### config.mk
export PLATFORM = sky130hd
export DESIGN_NAME = uart_packet_controller
export DESIGN_NICKNAME = d
export VERILOG_FILES = /design/src/rtl/uart_pkg.sv /design/src/rtl/uart_rx_frame.sv /design/src/rtl/uart_packet_controller.sv
export SDC_FILE = /design/constraint.sdc
export NUM_CORES = 1
export LEC_CHECK = 0
export CORE_ASPECT_RATIO = 1.5
export CORE_MARGIN = 2
export CORE_UTILIZATION = 40
export CTS_CLUSTER_SIZE = 16
export DETAILED_ROUTE_END_ITERATION = 16
export SLEW_MARGIN = 10
export SYNTH_ARGS = -nofsm -noshare
export SYNTH_HDL_FRONTEND = slang
export SYNTH_SLANG_ARGS = --single-unit
### constraint.sdc
create_clock -name clk -period 8 [get_ports clk]
set_input_delay 1.2 -clock clk [delete_from_list [all_inputs] [get_ports clk]]
set_output_delay 1.2 -clock clk [all_outputs]
set_load 0.05 [all_outputs]
### src/rtl/uart_pkg.sv
`default_nettype none
// +----------------------------------------------------------------------------+
// | Module      : uart_pkg                                                     |
// | Description : Shared state encodings, idle level and clog2 helper for the  |
// |               UART packet controller.                                      |
// | Revision    : 1.0                                                          |
// +----------------------------------------------------------------------------+
package uart_pkg;

    localparam logic IDLE_LEVEL = 1'b1;

    typedef enum logic [2:0] {
        TX_IDLE   = 3'd0,
        TX_START  = 3'd1,
        TX_DATA   = 3'd2,
        TX_PARITY = 3'd3,
        TX_STOP   = 3'd4
    } tx_state_t;

    typedef enum logic [2:0] {
        RX_IDLE   = 3'd0,
        RX_START  = 3'd1,
        RX_DATA   = 3'd2,
        RX_PARITY = 3'd3,
        RX_STOP   = 3'd4
    } rx_state_t;

    // Minimum of 1 so that a degenerate value still yields a legal vector width.
    function automatic int clog2(input int value);
        int result;
        result = 1;
        while ((1 << result) < value) begin
            result = result + 1;
        end
        return result;
    endfunction

endpackage
`default_nettype wire

### src/rtl/uart_rx_frame.sv
`default_nettype none
// +----------------------------------------------------------------------------+
// | Module      : uart_rx_frame                                                |
// | Description : Synchronises rx and recovers one UART frame with mid-bit     |
// |               sampling; parity check enabled by UART_PARITY_EN.            |
// | Revision    : 1.0                                                          |
// +----------------------------------------------------------------------------+
module uart_rx_frame
    import uart_pkg::*;
#(
    parameter int WORD_BITS = 8,
    parameter int CLK_DIV   = 16
) (
    input  logic                 clk,
    input  logic                 reset,
    input  logic                 rx,
    output logic [WORD_BITS-1:0] word,
    output logic                 word_valid,
    output logic                 stop_err,
    output logic                 par_err
);
    localparam int TW = clog2(CLK_DIV);
    localparam int BW = clog2(WORD_BITS + 1);
    localparam logic [TW-1:0] c_timer_half = TW'(CLK_DIV / 2 - 1);
    localparam logic [TW-1:0] c_timer_max  = TW'(CLK_DIV - 1);
    localparam logic [BW-1:0] c_last_bit   = BW'(WORD_BITS - 1);

    logic [1:0]           r_sync;
    logic                 r_rx_prev;
    rx_state_t            r_state;
    logic [TW-1:0]        r_timer;
    logic [BW-1:0]        r_bit_cnt;
    logic [WORD_BITS-1:0] r_shift;
`ifdef UART_PARITY_EN
    logic                 r_par_bad;
`endif
    logic                 w_rx;

    assign w_rx = r_sync[1];

    always_ff @(posedge clk or negedge reset) begin
        if (!reset) begin
            r_sync     <= {2{IDLE_LEVEL}};
            r_rx_prev  <= IDLE_LEVEL;
            r_state    <= RX_IDLE;
            r_timer    <= '0;
            r_bit_cnt  <= '0;
            r_shift    <= '0;
            word       <= '0;
            word_valid <= 1'b0;
            stop_err   <= 1'b0;
`ifdef UART_PARITY_EN
            r_par_bad  <= 1'b0;
            par_err    <= 1'b0;
`endif
        end else begin
            r_sync     <= {r_sync[0], rx};
            r_rx_prev  <= w_rx;
            word_valid <= 1'b0;
            stop_err   <= 1'b0;
`ifdef UART_PARITY_EN
            par_err    <= 1'b0;
`endif
            case (r_state)
                // Edge-triggered arming: after a low stop bit the line must
                // return high before another frame can be detected.
                RX_IDLE: begin
                    if (r_rx_prev && !w_rx) begin
                        r_state <= RX_START;
                        r_timer <= '0;
                    end
                end
                RX_START: begin
                    if (r_timer == c_timer_half) begin
                        r_timer   <= '0;
                        r_bit_cnt <= '0;
                        r_state   <= w_rx ? RX_IDLE : RX_DATA;
                    end else begin
                        r_timer <= r_timer + 1'b1;
                    end
                end
                RX_DATA: begin
                    if (r_timer == c_timer_max) begin
                        r_timer <= '0;
                        r_shift <= {w_rx, r_shift[WORD_BITS-1:1]};
                        if (r_bit_cnt == c_last_bit) begin
`ifdef UART_PARITY_EN
                            r_state <= RX_PARITY;
`else
                            r_state <= RX_STOP;
`endif
                        end else begin
                            r_bit_cnt <= r_bit_cnt + 1'b1;
                        end
                    end else begin
                        r_timer <= r_timer + 1'b1;
                    end
                end
`ifdef UART_PARITY_EN
                RX_PARITY: begin
                    if (r_timer == c_timer_max) begin
                        r_timer   <= '0;
                        r_par_bad <= w_rx ^ (^r_shift);
                        r_state   <= RX_STOP;
                    end else begin
                        r_timer <= r_timer + 1'b1;
                    end
                end
`endif
                RX_STOP: begin
                    if (r_timer == c_timer_max) begin
                        r_timer    <= '0;
                        word       <= r_shift;
                        word_valid <= 1'b1;
                        stop_err   <= !w_rx;
`ifdef UART_PARITY_EN
                        par_err    <= r_par_bad;
`endif
                        r_state    <= RX_IDLE;
                    end else begin
                        r_timer <= r_timer + 1'b1;
                    end
                end
                default: r_state <= RX_IDLE;
            endcase
        end
    end

`ifndef UART_PARITY_EN
    assign par_err = 1'b0;
`endif

endmodule
`default_nettype wire

### src/rtl/uart_packet_controller.sv
`default_nettype none
// +----------------------------------------------------------------------------+
// | Module      : uart_packet_controller                                       |
// | Description : Packet-level UART TX serialiser and RX packet assembler;     |
// |               even parity enabled by UART_PARITY_EN.                       |
// | Revision    : 1.0                                                          |
// +----------------------------------------------------------------------------+
module uart_packet_controller
    import uart_pkg::*;
#(
    parameter int NUM_WORDS = 8,
    parameter int WORD_BITS = 8,
    parameter int CLK_DIV   = 16,
    parameter int STOP_BITS = 1
) (
    input  logic                           clk,
    input  logic                           reset,
    input  logic                           start_flag,
    input  logic [NUM_WORDS*WORD_BITS-1:0] data_in,
    output logic                           tx,
    input  logic                           rx,
    output logic                           tx_busy,
    output logic                           done_flag,
    output logic [NUM_WORDS*WORD_BITS-1:0] data_out,
    output logic                           frame_err,
    output logic                           parity_err
);
    localparam int PW = NUM_WORDS * WORD_BITS;
    localparam int TW = clog2(CLK_DIV);
    localparam int BW = clog2(WORD_BITS + 1);
    localparam int IW = clog2(NUM_WORDS + 1);
    localparam logic [TW-1:0] c_timer_max = TW'(CLK_DIV - 1);
    localparam logic [BW-1:0] c_last_bit  = BW'(WORD_BITS - 1);
    localparam logic [IW-1:0] c_last_word = IW'(NUM_WORDS - 1);
    localparam bit            c_two_stops = (STOP_BITS == 2);

    tx_state_t            r_tx_state;
    logic [TW-1:0]        r_tx_timer;
    logic [BW-1:0]        r_tx_bit_cnt;
    logic [IW-1:0]        r_tx_word;
    logic [PW-1:0]        r_tx_shift;
    logic                 r_tx_stop_cnt;
`ifdef UART_PARITY_EN
    logic                 r_tx_parity;
`endif
    logic                 w_start_accept;

    logic [WORD_BITS-1:0] w_word;
    logic                 w_word_valid;
    logic                 w_stop_err;
    logic                 w_par_err;
    logic [IW-1:0]        w_slot;
    logic [PW-1:0]        w_next_shadow;
    logic [PW-1:0]        r_shadow;
    logic [IW-1:0]        r_rx_idx;

    assign w_start_accept = start_flag && (r_tx_state == TX_IDLE);

    // The whole packet shifts right one bit per data bit, so the next word is
    // already at the LSB when its start bit finishes.
    always_ff @(posedge clk or negedge reset) begin
        if (!reset) begin
            r_tx_state    <= TX_IDLE;
            r_tx_timer    <= '0;
            r_tx_bit_cnt  <= '0;
            r_tx_word     <= '0;
            r_tx_shift    <= '0;
            r_tx_stop_cnt <= 1'b0;
`ifdef UART_PARITY_EN
            r_tx_parity   <= 1'b0;
`endif
            tx            <= IDLE_LEVEL;
            tx_busy       <= 1'b0;
        end else begin
            case (r_tx_state)
                TX_IDLE: begin
                    if (start_flag) begin
                        r_tx_shift <= data_in;
                        r_tx_word  <= '0;
                        r_tx_timer <= '0;
                        tx         <= 1'b0;
                        tx_busy    <= 1'b1;
                        r_tx_state <= TX_START;
                    end
                end
                TX_START: begin
                    if (r_tx_timer == c_timer_max) begin
                        r_tx_timer   <= '0;
                        r_tx_bit_cnt <= '0;
                        tx           <= r_tx_shift[0];
                        r_tx_shift   <= r_tx_shift >> 1;
`ifdef UART_PARITY_EN
                        r_tx_parity  <= r_tx_shift[0];
`endif
                        r_tx_state   <= TX_DATA;
                    end else begin
                        r_tx_timer <= r_tx_timer + 1'b1;
                    end
                end
                TX_DATA: begin
                    if (r_tx_timer == c_timer_max) begin
                        r_tx_timer <= '0;
                        if (r_tx_bit_cnt == c_last_bit) begin
`ifdef UART_PARITY_EN
                            tx         <= r_tx_parity;
                            r_tx_state <= TX_PARITY;
`else
                            tx            <= IDLE_LEVEL;
                            r_tx_stop_cnt <= 1'b0;
                            r_tx_state    <= TX_STOP;
`endif
                        end else begin
                            r_tx_bit_cnt <= r_tx_bit_cnt + 1'b1;
                            tx           <= r_tx_shift[0];
                            r_tx_shift   <= r_tx_shift >> 1;
`ifdef UART_PARITY_EN
                            r_tx_parity  <= r_tx_parity ^ r_tx_shift[0];
`endif
                        end
                    end else begin
                        r_tx_timer <= r_tx_timer + 1'b1;
                    end
                end
`ifdef UART_PARITY_EN
                TX_PARITY: begin
                    if (r_tx_timer == c_timer_max) begin
                        r_tx_timer    <= '0;
                        tx            <= IDLE_LEVEL;
                        r_tx_stop_cnt <= 1'b0;
                        r_tx_state    <= TX_STOP;
                    end else begin
                        r_tx_timer <= r_tx_timer + 1'b1;
                    end
                end
`endif
                TX_STOP: begin
                    if (r_tx_timer == c_timer_max) begin
                        r_tx_timer <= '0;
                        if (c_two_stops && !r_tx_stop_cnt) begin
                            r_tx_stop_cnt <= 1'b1;
                        end else if (r_tx_word == c_last_word) begin
                            tx         <= IDLE_LEVEL;
                            tx_busy    <= 1'b0;
                            r_tx_state <= TX_IDLE;
                        end else begin
                            r_tx_word  <= r_tx_word + 1'b1;
                            tx         <= 1'b0;
                            r_tx_state <= TX_START;
                        end
                    end else begin
                        r_tx_timer <= r_tx_timer + 1'b1;
                    end
                end
                default: r_tx_state <= TX_IDLE;
            endcase
        end
    end

    uart_rx_frame #(
        .WORD_BITS (WORD_BITS),
        .CLK_DIV   (CLK_DIV)
    ) u_rx_frame (
        .clk        (clk),
        .reset      (reset),
        .rx         (rx),
        .word       (w_word),
        .word_valid (w_word_valid),
        .stop_err   (w_stop_err),
        .par_err    (w_par_err)
    );

    // A frame completing on the same cycle as an accepted start lands in slot 0.
    always_comb begin
        w_slot        = w_start_accept ? '0 : r_rx_idx;
        w_next_shadow = r_shadow;
        for (int k = 0; k < NUM_WORDS; k++) begin
            if (w_slot == IW'(k)) begin
                w_next_shadow[k*WORD_BITS +: WORD_BITS] = w_word;
            end
        end
    end

    always_ff @(posedge clk or negedge reset) begin
        if (!reset) begin
            r_shadow   <= '0;
            r_rx_idx   <= '0;
            data_out   <= '0;
            done_flag  <= 1'b0;
            frame_err  <= 1'b0;
`ifdef UART_PARITY_EN
            parity_err <= 1'b0;
`endif
        end else begin
            done_flag <= 1'b0;
            if (w_start_accept) begin
                r_rx_idx   <= '0;
                frame_err  <= 1'b0;
`ifdef UART_PARITY_EN
                parity_err <= 1'b0;
`endif
            end
            if (w_word_valid) begin
                r_shadow <= w_next_shadow;
                if (w_stop_err) begin
                    frame_err <= 1'b1;
                end
`ifdef UART_PARITY_EN
                if (w_par_err) begin
                    parity_err <= 1'b1;
                end
`endif
                if (w_slot == c_last_word) begin
                    data_out  <= w_next_shadow;
                    done_flag <= 1'b1;
                    r_rx_idx  <= '0;
                end else begin
                    r_rx_idx <= w_slot + 1'b1;
                end
            end
        end
    end

`ifndef UART_PARITY_EN
    assign parity_err = w_par_err;
`endif

endmodule
`default_nettype wire
==> results.md <==
Worst setup path:
- The number of cells traversed by the worst register-to-register path is 8.
- The worst setup path category is input pin to flip-flop.
- Data arrives at the worst endpoint at 4.11 ns.
- The worst setup path is launched from an input pin.
- At the worst endpoint, the required time is 8.37 ns.
- In this run the worst setup path begins at start_flag.
- The critical path goes through clkdlybuf4s50_1 -> or4b_1 -> nand2_1 -> inv_1 -> ha_1 -> o21ai_1 -> mux2i_1 -> a21oi_1.
- The cell with the largest stage delay on the worst path is sky130_fd_sc_hd__o21ai_1.
- Along the worst path, the maximum fanout reaches 11.
- The worst setup path is captured at a flip-flop.
- The critical path's largest stage delay is 0.65 ns.
- The startpoint identified for the worst register-to-register timing path is r_tx_state[2]$_DFFE_PN0P_.

Logic synthesis:
- Counting flops with a built-in enable in the synthesized netlist gives 0.
- The average footprint of a synthesized cell is 12.7 µm².
- The top flip-flop cell by instance count after synthesis is sky130_fd_sc_hd__dfrtp_1.
- After synthesis the netlist holds a flip-flop and latch count of 239.
- The netlist uses 68 different library cells.
- The sequential-to-total area share from yosys stat is 0.536.
- The synthesized area is 0.0112 mm².
- The fraction of registers with async set/reset is 1.00.
- After technology mapping, the gate count stands at 879.
- The net count after synthesis is 956.
- For this run, the number of Yosys warnings is 0.

Route:
- After detailed routing, the number of vias per cell comes to 5.22.
- The total length of routed wires is 22.6 mm.
- The first routing iteration left 374 violations.
- Dividing the detail-routed wire length by the instance count gives 16.9 µm.
- The first detailed-routing pass took 4 iterations.
- The count of antenna-violating nets left after detailed routing is 0.
- The total via count in the routed design is 6997.
- The DRC violation count after routing is 0.

GRT:
- The first global-routing pass estimated 37.7 mm of wire.
- The via count of the first global-routing pass is 7293.
- The global-route total usage across every layer is 0.156.
- The initial antenna violation count is 0.
- Global routing finished with a remaining overflow of 0.
- The maximum number of pins on one net before global-route repair is 184.

Floorplanning:
- The floorplan step defined a die boundary enclosing 0.0293 mm².
- Measured along the x axis, the die boundary spans 140 µm.
- The number of cell rows is 74.
- Measured along the y axis, the die boundary spans 209 µm.
- The top-level I/O count is 137.
- In this run the standard cell core region covers 0.0273 mm².
- The initial standard-cell utilization of the core is 0.409.

STA:
- The final-report hold violation count was 0.
- The worst clock skew on the final layout is 0.00900 ns.
- The worst slew slack as a fraction of its limit is 0.289.
- The post-route fraction of the period consumed by the critical path is 0.468.
- The number of endpoints failing setup at the final stage is 0.
- After layout, the minimum clock period comes to 3.74 ns.
- The worst path meets setup with 4.26 ns of slack.
- Adding up every negative setup slack in the final design gives 0 ns.
- The count of final max-slew check failures is 0.
- Setup repair after global routing left no endpoint under its margin.
- The fmax is 0.267 GHz.
- The slew at the pin closest to its max-slew limit is 1.06 ns.

Placed design:
- The number of instances in the placed design is 1298.
- Port buffering added 135 buffers.
- Timing analysis after detailed placement gives a worst setup slack of 3.73 ns.
- The final RePlAce weighted congestion is 0.811.
- The final HPWL from detailed placement is 14.7 mm.
- The placed instances occupy a cell area of 0.0127 mm².

Job:
- The reported max-cap violation count is 0.

Power:
- Of the total power, the clock network draws 0.440.
- The power density over the cells is 192 mW/mm².
- Of the total power, the share spent switching nets is 0.227.
- In this run the static leakage power is 6.15 nW.
- IR analysis of the VDD net gives a maximum drop of 0.000172 V.
- The total internal power is 2.00 mW.
- The fraction of power consumed by sequential logic is 0.492.
- The power share of the combinational group is 0.068.
- The sum of internal, switching and leakage power is 2.59 mW.
- In this run the power spent charging and discharging nets is 0.588 mW.

Final layout:
- The number of nets in the finished design is 1060.
- After filler insertion, the fill cell instance count of the layout stands at 2449.
- The library cell used most frequently in the layout, excluding fill and tap cells, is sky130_fd_sc_hd__dfrtp_1.
- Leaving out fill and tap cells, the most frequent cells in the layout are sky130_fd_sc_hd__dfrtp_1 (235), sky130_fd_sc_hd__mux2_2 (176), sky130_fd_sc_hd__clkdlybuf4s50_1 (134).
- The post-layout instance count excluding filler cells is 1341.
- Compared with the post-synthesis result, the final layout area differs by 20.9%.
- With fillers left out, the area of the finished cells amounts to 0.0135 mm².
- The fraction of final layout cells sized beyond drive strength 1 is 0.276.
- The number of antenna diodes in the final layout is 0.

Clock network:
- The tree is rooted in a sky130_fd_sc_hd__clkbuf_16.
- The number of buffers inserted for hold repair after clock tree synthesis is 0.
- Post-CTS timing repair inserted 0 buffers for setup.
- CTS built an H-tree with a depth of 1.
- The clock buffer count from CTS is 25.
- The count of clock tree sinks is 239.
- The clock reaches the later pin of the worst-skew pair after 0.52 ns.
- The clock transition at the registers of the reported paths is 0.06 ns.
- The quantity of gates resized following cts is 0.
- The number of buffers on the longest clock path is 3.
- TritonCTS built the clock tree.

Worst hold path:
- In this run the worst hold path is classified as flip-flop to flip-flop.
- The origin of the worst min-delay path is u_rx_frame.r_sync[0]$_DFF_PN1_.
- The worst hold path passes through 0 cells.

Run status:
- The flow ran to the end, and the final reports show no timing, DRC or antenna violations.
-- synthesized netlist by cell type, types with 2 or more instances --
library cell                number  area (µm²)
sky130_fd_sc_hd__xor2_1          3        26.3
sky130_fd_sc_hd__o21ai_2         2        17.5
sky130_fd_sc_hd__nor3_1          7        35.0
sky130_fd_sc_hd__o31ai_1         5        37.5
sky130_fd_sc_hd__dfstp_2         4         105
sky130_fd_sc_hd__nand2_1        19        71.3
sky130_fd_sc_hd__mux2_4         34         510
sky130_fd_sc_hd__nand2_2         3        18.8
sky130_fd_sc_hd__xnor2_1         2        17.5
sky130_fd_sc_hd__buf_2          15        75.1
sky130_fd_sc_hd__nand3b_1        2        15.0
sky130_fd_sc_hd__and3_1          2        12.5
sky130_fd_sc_hd__nor3b_1         2        15.0
sky130_fd_sc_hd__inv_1           8        30.0
sky130_fd_sc_hd__buf_8           6        90.1
sky130_fd_sc_hd__o21ai_0        17        85.1
sky130_fd_sc_hd__o2bb2ai_1       2        17.5
sky130_fd_sc_hd__nor2b_1         5        31.3
sky130_fd_sc_hd__maj3_1          2        20.0
sky130_fd_sc_hd__o211ai_1        4        30.0
sky130_fd_sc_hd__or3b_2          2        17.5
sky130_fd_sc_hd__a31oi_1         4        25.0
sky130_fd_sc_hd__buf_1          20        75.1
sky130_fd_sc_hd__a21oi_1        69         345
sky130_fd_sc_hd__clkbuf_1       21        78.8
sky130_fd_sc_hd__nand3_2         3        30.0
sky130_fd_sc_hd__ha_1            9         113
sky130_fd_sc_hd__mux2i_1        59         591
sky130_fd_sc_hd__nand2b_1        4        25.0
sky130_fd_sc_hd__a22o_1          2        17.5
sky130_fd_sc_hd__dfrtp_1       235        5880
sky130_fd_sc_hd__and3b_1         2        17.5
sky130_fd_sc_hd__and4b_1         2        20.0
sky130_fd_sc_hd__o21ai_1         3        15.0
sky130_fd_sc_hd__nand3_1        12        60.1
sky130_fd_sc_hd__nor2_1         72         270
sky130_fd_sc_hd__mux2_2        176        1980
sky130_fd_sc_hd__nand4_1         4        25.0
sky130_fd_sc_hd__or4_1           3        22.5
sky130_fd_sc_hd__or3_1           5        31.3
-- state kept, by name, summed over array words and instances, names as in the netlist, 2 cells and up --
signal / flops
data_out: 64
r_tx_shift: 64
r_shadow: 56
u_rx_frame.r_shift: 8
u_rx_frame.word: 8
r_rx_idx: 4
r_tx_bit_cnt: 4
r_tx_timer: 4
r_tx_word: 4
u_rx_frame.r_bit_cnt: 4
u_rx_frame.r_timer: 4
r_tx_state: 3
u_rx_frame.r_state: 3
u_rx_frame.r_sync: 2
-- final cells by class --
cell class | instances | area, µm² | area share
tap | 342 | 428 | 0.0317
timing repair buffer | 140 | 1410 | 0.104
multi-input combinational | 569 | 4840 | 0.359
clock buffer | 37 | 741 | 0.0549
clock inverter | 6 | 63.8 | 0.00473
sequential | 239 | 5990 | 0.444
inverter | 8 | 30.0 | 0.00223
-- metrics by stage --
step | hold WS, ns | util
after floorplan | 0.345 | -
after global placement | 0.349 | 0.465
after detailed placement | 0.353 | 0.465
after CTS | 0.361 | 0.494
after global routing | 0.365 | 0.494
final | 0.355 | 0.494
-- power by group through the flow --
stage | logic [mW] | registers [mW] | clock network [mW]
after floorplan | 0.113 | 1.28 | 0
after global placement | 0.174 | 1.30 | 0
after detailed placement | 0.179 | 1.30 | 0
after CTS | 0.179 | 1.28 | 1.19
after global routing | 0.199 | 1.28 | 1.23
final | 0.176 | 1.28 | 1.14
-- routing by layer --
metal  up-vias  routed length (µm)  GRT usage
li1       3345                   -          -
met1      3463                9570      0.194
met2       156               11000      0.261
met3        33                1360     0.0406
met4         0                 694     0.0596
met5         -                   0          0
-- worst paths after layout --
check	end	slack, ns
setup / recovery	data_out[14]$_DFFE_PN0P_	4.26
hold / removal	u_rx_frame.r_sync[1]$_DFF_PN1_	0.36
setup reg to reg	data_out[57]$_DFFE_PN0P_	4.62
hold reg to reg	u_rx_frame.r_sync[1]$_DFF_PN1_	0.36
max in group asynchronous	data_out[14]$_DFFE_PN0P_	6.07
min in group asynchronous	r_tx_shift[20]$_DFFE_PN0P_	0.59
-- logic make-up after synthesis --
kind of cell / count (synthesis) / synth area share
AO/OA/AOI/OAI: 122 / 0.0647
XOR/XNOR: 5 / 0.00392
adder cells (fa/ha/maj): 11 / 0.0119
buffers and inverters: 71 / 0.0319
flip-flops: 239 / 0.536
multiplexers: 269 / 0.276
other: 1 / 0.000336
AND/OR/NAND/NOR: 161 / 0.0751
-- critical path, delay by kind of cell --
kind	cells	cell delay [ns]
adder cells (fa/ha/maj)	1	0.43
buffers and inverters	2	0.66
AO/OA/AOI/OAI	2	0.74
AND/OR/NAND/NOR	2	0.80
multiplexers	1	0.28
Power figures use the tool's default switching activity.
